==> src/rtl/mem_port_arbiter_if.sv <==
`default_nettype none
// ============================================================================
// Module   : mem_port_arbiter_if
// Purpose  : Fetch / load-store request, response and data-bank signals for
//            mem_port_arbiter.
// Revision : 1.0
// ============================================================================
interface mem_port_arbiter_if #(
    parameter int ADDR_W = 32
);
    logic              if_req_valid;
    logic              if_req_ready;
    logic [ADDR_W-1:0] if_addr;
    logic              if_rsp_valid;
    logic [31:0]       if_rsp_data;
    logic              if_rsp_err;

    logic              ls_req_valid;
    logic              ls_req_ready;
    logic              ls_we;
    logic [ADDR_W-1:0] ls_addr;
    logic [31:0]       ls_wdata;
    logic [2:0]        ls_funct3;
    logic              ls_rsp_valid;
    logic [31:0]       ls_rsp_data;
    logic              ls_rsp_err;

    logic              mem_read_en;
    logic              mem_write_en;
    logic [ADDR_W-1:0] mem_address;
    logic [31:0]       mem_write_data;
    logic [2:0]        mem_funct3;
    logic [31:0]       mem_read_data;

    modport slave (
        input  if_req_valid, if_addr,
        input  ls_req_valid, ls_we, ls_addr, ls_wdata, ls_funct3,
        input  mem_read_data,
        output if_req_ready, if_rsp_valid, if_rsp_data, if_rsp_err,
        output ls_req_ready, ls_rsp_valid, ls_rsp_data, ls_rsp_err,
        output mem_read_en, mem_write_en, mem_address, mem_write_data, mem_funct3
    );

    modport master (
        output if_req_valid, if_addr,
        output ls_req_valid, ls_we, ls_addr, ls_wdata, ls_funct3,
        output mem_read_data,
        input  if_req_ready, if_rsp_valid, if_rsp_data, if_rsp_err,
        input  ls_req_ready, ls_rsp_valid, ls_rsp_data, ls_rsp_err,
        input  mem_read_en, mem_write_en, mem_address, mem_write_data, mem_funct3
    );
endinterface
`default_nettype wire

==> src/rtl/mem_port_arbiter.sv <==
`default_nettype none
// ============================================================================
// Module   : mem_port_arbiter
// Purpose  : Shares the single-ported RV32I data bank between fetch and the
//            LSU; screens illegal accesses. Option macro: MEM_ARB_RR_EN.
// Revision : 1.0
// ============================================================================
module mem_port_arbiter #(
    parameter int ADDR_W = 32
) (
    input  wire logic          clk,
    input  wire logic          rst,
    mem_port_arbiter_if.slave  bus
);
    localparam logic [1:0] c_IDLE    = 2'd0;
    localparam logic [1:0] c_ACCESS  = 2'd1;
    localparam logic [1:0] c_RESP    = 2'd2;
    localparam logic [2:0] c_F3_WORD = 3'b010;

    logic [1:0]        r_state;
    logic [1:0]        w_next_state;
    logic              w_can_grant;
    logic              w_ls_wins;
    logic              w_grant_ls;
    logic              w_grant_if;
    logic              w_if_err;
    logic              w_ld_err;
    logic              w_st_err;
    logic              w_ls_err;

    logic              r_is_ls;
    logic              r_we;
    logic              r_err;
    logic [ADDR_W-1:0] r_addr;
    logic [31:0]       r_wdata;
    logic [2:0]        r_funct3;
    logic [31:0]       r_rsp_data;

    logic              w_mem_read_en;
    logic              w_mem_write_en;
    logic              w_if_rsp_valid;
    logic              w_ls_rsp_valid;

    assign w_can_grant = !rst && ((r_state == c_IDLE) || (r_state == c_RESP));

`ifdef MEM_ARB_RR_EN
    logic r_last_ls;

    always_ff @(posedge clk) begin
        if (rst) begin
            r_last_ls <= 1'b0;
        end else if (w_grant_ls) begin
            r_last_ls <= 1'b1;
        end else if (w_grant_if) begin
            r_last_ls <= 1'b0;
        end
    end

    // On a tie the side that did not win last time takes the bank.
    assign w_ls_wins = bus.ls_req_valid && (!bus.if_req_valid || !r_last_ls);
`else
    assign w_ls_wins = bus.ls_req_valid;
`endif

    assign w_grant_ls = w_can_grant && w_ls_wins;
    assign w_grant_if = w_can_grant && bus.if_req_valid && !w_ls_wins;

    always_comb begin
        w_if_err = |bus.if_addr[1:0];
        w_ld_err = 1'b0;
        w_st_err = 1'b0;
        case (bus.ls_funct3)
            3'b000, 3'b100: w_ld_err = 1'b0;
            3'b001, 3'b101: w_ld_err = bus.ls_addr[0];
            3'b010:         w_ld_err = |bus.ls_addr[1:0];
            default:        w_ld_err = 1'b1;
        endcase
        case (bus.ls_funct3)
            3'b000:  w_st_err = 1'b0;
            3'b001:  w_st_err = bus.ls_addr[0];
            3'b010:  w_st_err = |bus.ls_addr[1:0];
            default: w_st_err = 1'b1;
        endcase
        w_ls_err = bus.ls_we ? w_st_err : w_ld_err;
    end

    always_ff @(posedge clk) begin
        if (rst) begin
            r_state <= c_IDLE;
        end else begin
            r_state <= w_next_state;
        end
    end

    always_comb begin
        w_next_state = r_state;
        case (r_state)
            c_IDLE:   w_next_state = (w_grant_ls || w_grant_if) ? c_ACCESS : c_IDLE;
            c_ACCESS: w_next_state = c_RESP;
            c_RESP:   w_next_state = (w_grant_ls || w_grant_if) ? c_ACCESS : c_IDLE;
            default:  w_next_state = c_IDLE;
        endcase
    end

    always_ff @(posedge clk) begin
        if (rst) begin
            r_is_ls    <= 1'b0;
            r_we       <= 1'b0;
            r_err      <= 1'b0;
            r_addr     <= '0;
            r_wdata    <= '0;
            r_funct3   <= '0;
            r_rsp_data <= '0;
        end else begin
            if (w_grant_ls) begin
                r_is_ls  <= 1'b1;
                r_we     <= bus.ls_we;
                r_err    <= w_ls_err;
                r_addr   <= bus.ls_addr;
                r_wdata  <= bus.ls_wdata;
                r_funct3 <= bus.ls_funct3;
            end else if (w_grant_if) begin
                r_is_ls  <= 1'b0;
                r_we     <= 1'b0;
                r_err    <= w_if_err;
                r_addr   <= bus.if_addr;
                r_funct3 <= c_F3_WORD;
            end
            // Stores and screened accesses return zero data.
            if (r_state == c_ACCESS) begin
                r_rsp_data <= (r_err || r_we) ? 32'd0 : bus.mem_read_data;
            end
        end
    end

    always_comb begin
        w_mem_read_en  = 1'b0;
        w_mem_write_en = 1'b0;
        w_if_rsp_valid = 1'b0;
        w_ls_rsp_valid = 1'b0;
        if (!rst) begin
            if (r_state == c_ACCESS && !r_err) begin
                w_mem_read_en  = !r_we;
                w_mem_write_en = r_we;
            end
            if (r_state == c_RESP) begin
                w_ls_rsp_valid = r_is_ls;
                w_if_rsp_valid = !r_is_ls;
            end
        end
    end

    assign bus.if_req_ready   = w_grant_if;
    assign bus.ls_req_ready   = w_grant_ls;
    assign bus.if_rsp_valid   = w_if_rsp_valid;
    assign bus.ls_rsp_valid   = w_ls_rsp_valid;
    assign bus.if_rsp_data    = r_rsp_data;
    assign bus.ls_rsp_data    = r_rsp_data;
    assign bus.if_rsp_err     = w_if_rsp_valid && r_err;
    assign bus.ls_rsp_err     = w_ls_rsp_valid && r_err;
    assign bus.mem_read_en    = w_mem_read_en;
    assign bus.mem_write_en   = w_mem_write_en;
    assign bus.mem_address    = r_addr;
    assign bus.mem_write_data = r_wdata;
    assign bus.mem_funct3     = r_funct3;

endmodule
`default_nettype wire

==> src/flat_wrapper.sv <==
// flat-port wrapper written by rule: the top's interface ports become plain ports
module mem_port_arbiter_flat 
#(
    parameter int ADDR_W = 32
)
  (clk, rst, bus_if_req_valid, bus_if_addr, bus_ls_req_valid, bus_ls_we, bus_ls_addr, bus_ls_wdata, bus_ls_funct3, bus_mem_read_data, bus_if_req_ready, bus_if_rsp_valid, bus_if_rsp_data, bus_if_rsp_err, bus_ls_req_ready, bus_ls_rsp_valid, bus_ls_rsp_data, bus_ls_rsp_err, bus_mem_read_en, bus_mem_write_en, bus_mem_address, bus_mem_write_data, bus_mem_funct3);
  mem_port_arbiter_if #(.ADDR_W(ADDR_W)) bus_i ();
  input  wire logic clk;
  input  wire logic rst;
  input wire logic [$bits(bus_i.if_req_valid)-1:0] bus_if_req_valid;
  input wire logic [$bits(bus_i.if_addr)-1:0] bus_if_addr;
  input wire logic [$bits(bus_i.ls_req_valid)-1:0] bus_ls_req_valid;
  input wire logic [$bits(bus_i.ls_we)-1:0] bus_ls_we;
  input wire logic [$bits(bus_i.ls_addr)-1:0] bus_ls_addr;
  input wire logic [$bits(bus_i.ls_wdata)-1:0] bus_ls_wdata;
  input wire logic [$bits(bus_i.ls_funct3)-1:0] bus_ls_funct3;
  input wire logic [$bits(bus_i.mem_read_data)-1:0] bus_mem_read_data;
  output wire logic [$bits(bus_i.if_req_ready)-1:0] bus_if_req_ready;
  output wire logic [$bits(bus_i.if_rsp_valid)-1:0] bus_if_rsp_valid;
  output wire logic [$bits(bus_i.if_rsp_data)-1:0] bus_if_rsp_data;
  output wire logic [$bits(bus_i.if_rsp_err)-1:0] bus_if_rsp_err;
  output wire logic [$bits(bus_i.ls_req_ready)-1:0] bus_ls_req_ready;
  output wire logic [$bits(bus_i.ls_rsp_valid)-1:0] bus_ls_rsp_valid;
  output wire logic [$bits(bus_i.ls_rsp_data)-1:0] bus_ls_rsp_data;
  output wire logic [$bits(bus_i.ls_rsp_err)-1:0] bus_ls_rsp_err;
  output wire logic [$bits(bus_i.mem_read_en)-1:0] bus_mem_read_en;
  output wire logic [$bits(bus_i.mem_write_en)-1:0] bus_mem_write_en;
  output wire logic [$bits(bus_i.mem_address)-1:0] bus_mem_address;
  output wire logic [$bits(bus_i.mem_write_data)-1:0] bus_mem_write_data;
  output wire logic [$bits(bus_i.mem_funct3)-1:0] bus_mem_funct3;
  assign bus_i.if_req_valid = bus_if_req_valid;
  assign bus_i.if_addr = bus_if_addr;
  assign bus_i.ls_req_valid = bus_ls_req_valid;
  assign bus_i.ls_we = bus_ls_we;
  assign bus_i.ls_addr = bus_ls_addr;
  assign bus_i.ls_wdata = bus_ls_wdata;
  assign bus_i.ls_funct3 = bus_ls_funct3;
  assign bus_i.mem_read_data = bus_mem_read_data;
  assign bus_if_req_ready = bus_i.if_req_ready;
  assign bus_if_rsp_valid = bus_i.if_rsp_valid;
  assign bus_if_rsp_data = bus_i.if_rsp_data;
  assign bus_if_rsp_err = bus_i.if_rsp_err;
  assign bus_ls_req_ready = bus_i.ls_req_ready;
  assign bus_ls_rsp_valid = bus_i.ls_rsp_valid;
  assign bus_ls_rsp_data = bus_i.ls_rsp_data;
  assign bus_ls_rsp_err = bus_i.ls_rsp_err;
  assign bus_mem_read_en = bus_i.mem_read_en;
  assign bus_mem_write_en = bus_i.mem_write_en;
  assign bus_mem_address = bus_i.mem_address;
  assign bus_mem_write_data = bus_i.mem_write_data;
  assign bus_mem_funct3 = bus_i.mem_funct3;
  mem_port_arbiter #(.ADDR_W(ADDR_W)) u_core (.clk(clk), .rst(rst), .bus(bus_i));
endmodule
==> config.mk <==
export PLATFORM = sky130hd
export DESIGN_NAME = mem_port_arbiter_flat
export DESIGN_NICKNAME = d
export VERILOG_FILES = /design/src/rtl/mem_port_arbiter_if.sv /design/src/rtl/mem_port_arbiter.sv /design/src/flat_wrapper.sv
export SDC_FILE = /design/constraint.sdc
export NUM_CORES = 1
export LEC_CHECK = 0
export BUFFER_PORTS_ARGS = -buffer_cell sky130_fd_sc_hd__buf_4
export CORE_ASPECT_RATIO = 0.75
export CORE_MARGIN = 1
export CORE_UTILIZATION = 42
export CTS_BUF_LIST = sky130_fd_sc_hd__clkbuf_4 sky130_fd_sc_hd__clkbuf_8 sky130_fd_sc_hd__clkbuf_16
export DETAILED_ROUTE_END_ITERATION = 8
export PLACE_DENSITY = 0.79
export REMOVE_ABC_BUFFERS = 1
export SETUP_SLACK_MARGIN = 0.05
export SLEW_MARGIN = 15
export SYNTH_ARGS = -nofsm -noshare
export SYNTH_HDL_FRONTEND = slang
export SYNTH_SLANG_ARGS = --single-unit
==> constraint.sdc <==
create_clock -name clk -period 1.85 [get_ports clk]
set_clock_uncertainty 0.15 [all_clocks]
set_input_delay 0.0925 -clock clk [delete_from_list [all_inputs] [get_ports clk]]
set_output_delay 0.0925 -clock clk [all_outputs]
set_load 0.02 [all_outputs]
==> reports/metrics.cfg, run 1 <==
[pwr]
power_frac_comb=0.228
ir_drop_mv=0.606
p_int_mw=4.34
p_leak_nw=3.40
sw_frac_of_total=0.269
pwr-share-clk=0.349
power_density_nw_per_um2=817
seqPwrFrac=0.423
power.switching_mw=1.60

[floorplan]
initial_utilization=0.438
rows=31
core_area_um2=9810
fp.dieH_um=89.6
die_w_um=119
ios=275
die_area_um2=10700

[synth]
netlist_area_um2=4300
yosys_register_bits=104
synth_top_cell_by_area=dfxtp_1
ys_async_sr_fraction=0
synth-edff-count=0
yosysWarningCount=0
ys.flop_type=dfxtp_1
synth.top_cell.area_share=0.484
yosysUniqueCellTypes=32
ys_seq_area_frac=0.484
synthTopCellsByArea=dfxtp_1 48%, o221a_2 7.9%, nand2_1 6.4%, buf_4 5.9%, a2bb2oi_1 5.9%
post_synth.cell_area_avg_um2=8.92
syn_inst=482

[critical_path]
slowest_stage=dfxtp_2
reg2reg_depth=5
r2r-end=u_core.bus.mem_address[6]
crit_path_max_fanout=9
crit_type=flip-flop to output pin
arrival_ns=1.42
r2r_slack_ns=0.24
worstPathCellList=nor2_2 -> nand2_1 -> nor3b_2 -> buf_4
start_kind=flip-flop
slowest_delay_ns=0.38
end_kind=output pin
reg2reg_from=u_core.r_state[0]
critical_path_required_ns=1.61

[clock_tree]
post_cts_buffers=0
cts.reportedPaths.clkPinSlew_ns=0.07
clock_latency_ns=0.34
root_buffer=clkbuf_16
htree_num_levels=3
clock_sinks=104
numCtsBuffers=9
cts_tree=done
clock_path_buffers=2

[sta]
slew_headroom=0.577
rsz0062_at_grt=no
fin_tns_setup_ns=0
finalCritPeriodShare=0.899
fin_crit_ns=1.66
fmax_ghz=0.601
drv_slew=0
max_slew.worst_pin.slew_ns=0.635
setup_viol=0
hold_violations=0
setup_slack_ns=0.187

[finish]
fin_nets=913
fin_util=0.740
mostFrequentLayoutCells=283 x buf_4, 103 x dfxtp_1, 75 x dlygate4sd3_1, 73 x nand2_1, 65 x nor2_1
n_fill_cell=665
syn2layout_area_growth_pct=68.8
layout.cells.non_filler=915
layout_commonest_cell=buf_4
drive_gt1_frac=0.432
fin_area_um2=7260

[global_routing]
antenna_found_initial=1
grt-ovfl-total=0
grt_pass1_vias=4809
grt_pass1_wl_um=24000
grtUsageTotal=0.288
grt_max_degree=65

[placement]
place_ws_ns=0.195
gp_congestion=0.819
dp_hpwl_um=9950
portBuffers=274
placed_area_um2=6170
dp.cells=823

[routing]
postRouteAntennaNets=0
drc=0
routed_wirelength_um=16000
dr.pass1.iters=5
vias_per_cell=5.26
wl_per_cell_um=17.4
drt_iter0_markers=289
vias=4815

[min_path]
hp-class=input port to flip-flop
hold_end=u_core.bus.mem_address[31]
worstHoldStart=bus_ls_addr[31]
hold_depth=3

[run]
max_cap_violations=0

[status]
outcome=finished, final reports clean

-- layout make-up --
cell class,instances,area [um2],area share
Timing Repair Buffer,359,2900,0.399
Sequential cell,104,2080,0.287
Multi-Input combinational cell,296,1760,0.242
Clock buffer,12,254,0.0350
Tap cell,132,165,0.0227
Clock inverter,4,76.3,0.0105
Inverter,7,26.3,0.00362
Antenna cell,1,2.50,0.000345
-- cells by family after synthesis --
kind of cell / after synthesis / share of synthesized area
AND/OR/NAND/NOR: 153 / 0.150
buffers and inverters: 82 / 0.108
AO/OA/AOI/OAI: 143 / 0.257
flip-flops: 104 / 0.484
-- repair_timing --
action | 4_1_cts | 5_1_grt
hold buffers | 75 | 0
hold endpoints to repair | 74 | 0
resized for setup | 1 | 1
endpoints found under the setup margin | 1 | 19
-- registers in the layout (all words and copies together) (netlist names) --
signal,count
u_core.bus.if_rsp_data,32
u_core.bus.mem_address,32
u_core.bus.mem_write_data,32
u_core.bus.mem_funct3,3
u_core.r_state,2
u_core.r_err,1
u_core.r_is_ls,1
u_core.r_we,1
-- through the flow --
step	total power [mW]	hold WS, ns
after floorplan	3.07	0.0116
after global placement	3.70	0.135
after detailed placement	3.74	0.141
after CTS	5.94	0.00147
after global routing	6.15	0.0102
final	5.93	0.00712
-- worst max-delay path, delay by kind of cell (launching register included) --
family | cells | cell delay [ns]
AND/OR/NAND/NOR | 3 | 0.51
flip-flops | 1 | 0.38
buffers and inverters | 1 | 0.19
-- synthesized netlist by cell type (2+ instances only) --
master and count:
a21o_1 2, a21oi_1 6, a22oi_1 32, a2bb2oi_1 29
buf_2 24, buf_4 34, clkbuf_1 17, dfxtp_1 104
inv_1 5, inv_2 2, nand2_1 73, nand2b_1 2
nand3b_1 2, nor2_1 65, o21ai_0 39, o221a_2 30
-- power by group through the flow --
stage	logic [mW]	registers (mW)	clock network, mW
2_1_floorplan	0.313	2.75	0
5_1_grt	1.44	2.52	2.19
3_5_place_dp	1.19	2.54	0
4_1_cts	1.33	2.50	2.11
6_report	1.35	2.51	2.07
3_3_place_gp	1.17	2.54	0
-- how the worst max path moves through the flow --
stage / cells past startpoint / start / end
floorplan: 2 / u_core.r_state[0] / bus_mem_read_en
CTS: 3 / u_core.r_state[0] / bus_mem_read_en
global route: 3 / u_core.r_state[0] / bus_mem_read_en
detailed placement: 5 / u_core.r_state[0] / u_core.bus.mem_address[25]
finish: 4 / u_core.r_state[0] / bus_if_rsp_err
global placement: 5 / u_core.r_state[0] / u_core.bus.mem_address[21]
-- per-layer routing --
metal | vias to the layer above | track usage | wire, um
met5 | - | 0 | 0
met4 | 0 | 0.106 | 332
met3 | 35 | 0.0833 | 1110
met2 | 224 | 0.524 | 8260
met1 | 2303 | 0.329 | 6260
li1 | 2253 | - | -
No activity file was read; power rests on OpenSTA's default activity.
==> run 2: changes to the inputs <==
--- a/config.mk
+++ b/config.mk
@@ -6,13 +6,10 @@
 export NUM_CORES = 1
 export LEC_CHECK = 0
 export BUFFER_PORTS_ARGS = -buffer_cell sky130_fd_sc_hd__buf_4
-export CORE_ASPECT_RATIO = 0.75
-export CORE_MARGIN = 1
-export CORE_UTILIZATION = 42
-export CTS_BUF_LIST = sky130_fd_sc_hd__clkbuf_4 sky130_fd_sc_hd__clkbuf_8 sky130_fd_sc_hd__clkbuf_16
+export CORE_AREA = 2 2 106 108
 export DETAILED_ROUTE_END_ITERATION = 8
-export PLACE_DENSITY = 0.79
-export REMOVE_ABC_BUFFERS = 1
+export DIE_AREA = 0 0 108 110
+export PLACE_DENSITY = 0.76
 export SETUP_SLACK_MARGIN = 0.05
 export SLEW_MARGIN = 15
 export SYNTH_ARGS = -nofsm -noshare
==> constraint.sdc (replaced) <==
create_clock -name clk -period 2.1 [get_ports clk]
set_clock_uncertainty 0.15 [all_clocks]
set_input_delay 0.105 -clock clk [delete_from_list [all_inputs] [get_ports clk]]
set_output_delay 0.105 -clock clk [all_outputs]
set_load 0.02 [all_outputs]
==> reports/metrics.cfg, run 2 (synthesis gave the netlist of run 1 again) <==
[status]
outcome=finished, final reports clean

[routing]
wl_per_cell_um=15.7
dr.pass1.iters=4
vias_per_cell=5.01
drc=0
vias=4626
drt_iter0_markers=291
postRouteAntennaNets=0
routed_wirelength_um=14500

[floorplan]
initial_utilization=0.402
rows=38
core_area_um2=10700
ios=275
die_w_um=108
fp.dieH_um=110
die_area_um2=11900

[critical_path]
reg2reg_depth=5
crit_type=flip-flop to flip-flop
r2r_slack_ns=0.18
r2r-end=u_core.bus.mem_address[1]
start_kind=flip-flop
arrival_ns=2.03
critical_path_required_ns=2.21
end_kind=flip-flop
reg2reg_from=u_core.r_state[0]
crit_path_max_fanout=38

[global_routing]
grt_pass1_vias=4315
grtUsageTotal=0.228
grt_pass1_wl_um=21400
grt_max_degree=43
grt-ovfl-total=0
antenna_found_initial=0

[clock_tree]
cts.reportedPaths.clkPinSlew_ns=0.11
numCtsBuffers=9
htree_num_levels=3
clock_latency_ns=0.37
cts_tree=done
root_buffer=clkbuf_8
clock_path_buffers=2
clock_sinks=104

[sta]
fin_tns_setup_ns=0
fmax_ghz=0.520
fin_crit_ns=1.92
slew_headroom=0.720
rsz0062_at_grt=no
setup_viol=0
drv_slew=0
finalCritPeriodShare=0.915
hold_violations=0
max_slew.worst_pin.slew_ns=0.420
setup_slack_ns=0.178

[finish]
fin_nets=915
mostFrequentLayoutCells=281 x buf_4, 104 x dfxtp_1, 78 x dlygate4sd3_1, 73 x nand2_1, 65 x nor2_1
seq_area_um2=2080
multi_input_area_um2=1760
antenna_cells=0
layout.cells.non_filler=924
layout_commonest_cell=buf_4
syn2layout_area_growth_pct=66.9
n_fill_cell=820
drive_gt1_frac=0.427

[placement]
dp_hpwl_um=9790
portBuffers=274
place_ws_ns=0.355
gp_congestion=0.774
dp.cells=830

[min_path]
hold_depth=3
hp-class=input port to flip-flop
worstHoldStart=bus_ls_addr[14]
hold_end=u_core.bus.mem_address[14]

[pwr]
p_total_mw=4.70
p_leak_nw=3.35
ir_drop_mv=0.332
power_density_nw_per_um2=654

[run]
max_cap_violations=0

[synth]
syn_nets=618

## run 2: cell types whose count changed in the layout (fill, tap and decap cells not counted), moves of 2 or more
| cell | previous run | this run |
|---|---|---|
| clkbuf_8 | 1 | 10 |
| dlygate4sd3_1 | 75 | 78 |
| buf_4 | 283 | 281 |
| clkbuf_16 | 9 | 0 |
| clkbuf_4 | 2 | 0 |
## run 2: repair_timing
action                                  4_1_cts  5_1_grt
buffers inserted                              0        0
hold buffers                                 78        0
gates resized for setup                       0        5
endpoints found under the hold margin        75        0
endpoints found under the setup margin        0        4
## run 2: worst max-delay path, cell delays in order, from the launching register on
cell and delay [ns]:
dfxtp_1 0.35, buf_8 0.19, or2_4 0.29, o21ai_0 0.16
a21oi_1 0.08, dlygate4sd3_1 0.58
## run 2: worst max path at each step
stage / from / to / slack, ns / cells after the start
after floorplan: u_core.r_state[0] / bus_mem_read_en / 0.33 / 5
after global placement: u_core.r_state[0] / u_core.bus.if_rsp_data[18] / 0.41 / 5
after detailed placement: u_core.r_state[0] / u_core.bus.if_rsp_data[2] / 0.35 / 5
after CTS: u_core.r_state[0] / u_core.bus.mem_address[1] / 0.06 / 5
after global routing: u_core.r_state[0] / u_core.r_we / 0.05 / 6
final: u_core.r_state[0] / u_core.bus.mem_address[1] / 0.18 / 5
## run 2: layout make-up
cell class | instances | share of cell area
repair buffers | 361 | 0.408
clock buffers | 10 | 0.0192
multi-input cells | 296 | 0.245
inverters | 7 | 0.00401
flip-flops and latches | 104 | 0.290
well taps | 140 | 0.0244
clock inverters | 6 | 0.0103
## run 2: layer usage
layer | track usage | vias up | wire length (um)
li1 | - | 2260 | -
met1 | 0.260 | 2137 | 5590
met2 | 0.419 | 204 | 7530
met3 | 0.0470 | 25 | 1060
met4 | 0.0907 | 0 | 278
met5 | 0 | - | 0
## run 2: power by group
| group | switching [mW] | internal, mW |
|---|---|---|
| clock network | 0.722 | 0.601 |
| registers | 0.0900 | 2.10 |
| logic | 0.568 | 0.611 |
| total | 1.38 | 3.32 |
## run 2: through the flow
step | instance area (um2) | utilization | hold WS [ns]
floorplan | 4300 | - | 0.0636
global placement | 6170 | 0.577 | 0.148
detailed placement | 6170 | 0.577 | 0.155
CTS | 7170 | 0.670 | 0.000544
global route | 7180 | 0.671 | 0.000751
finish | 7180 | 0.671 | 0.0141
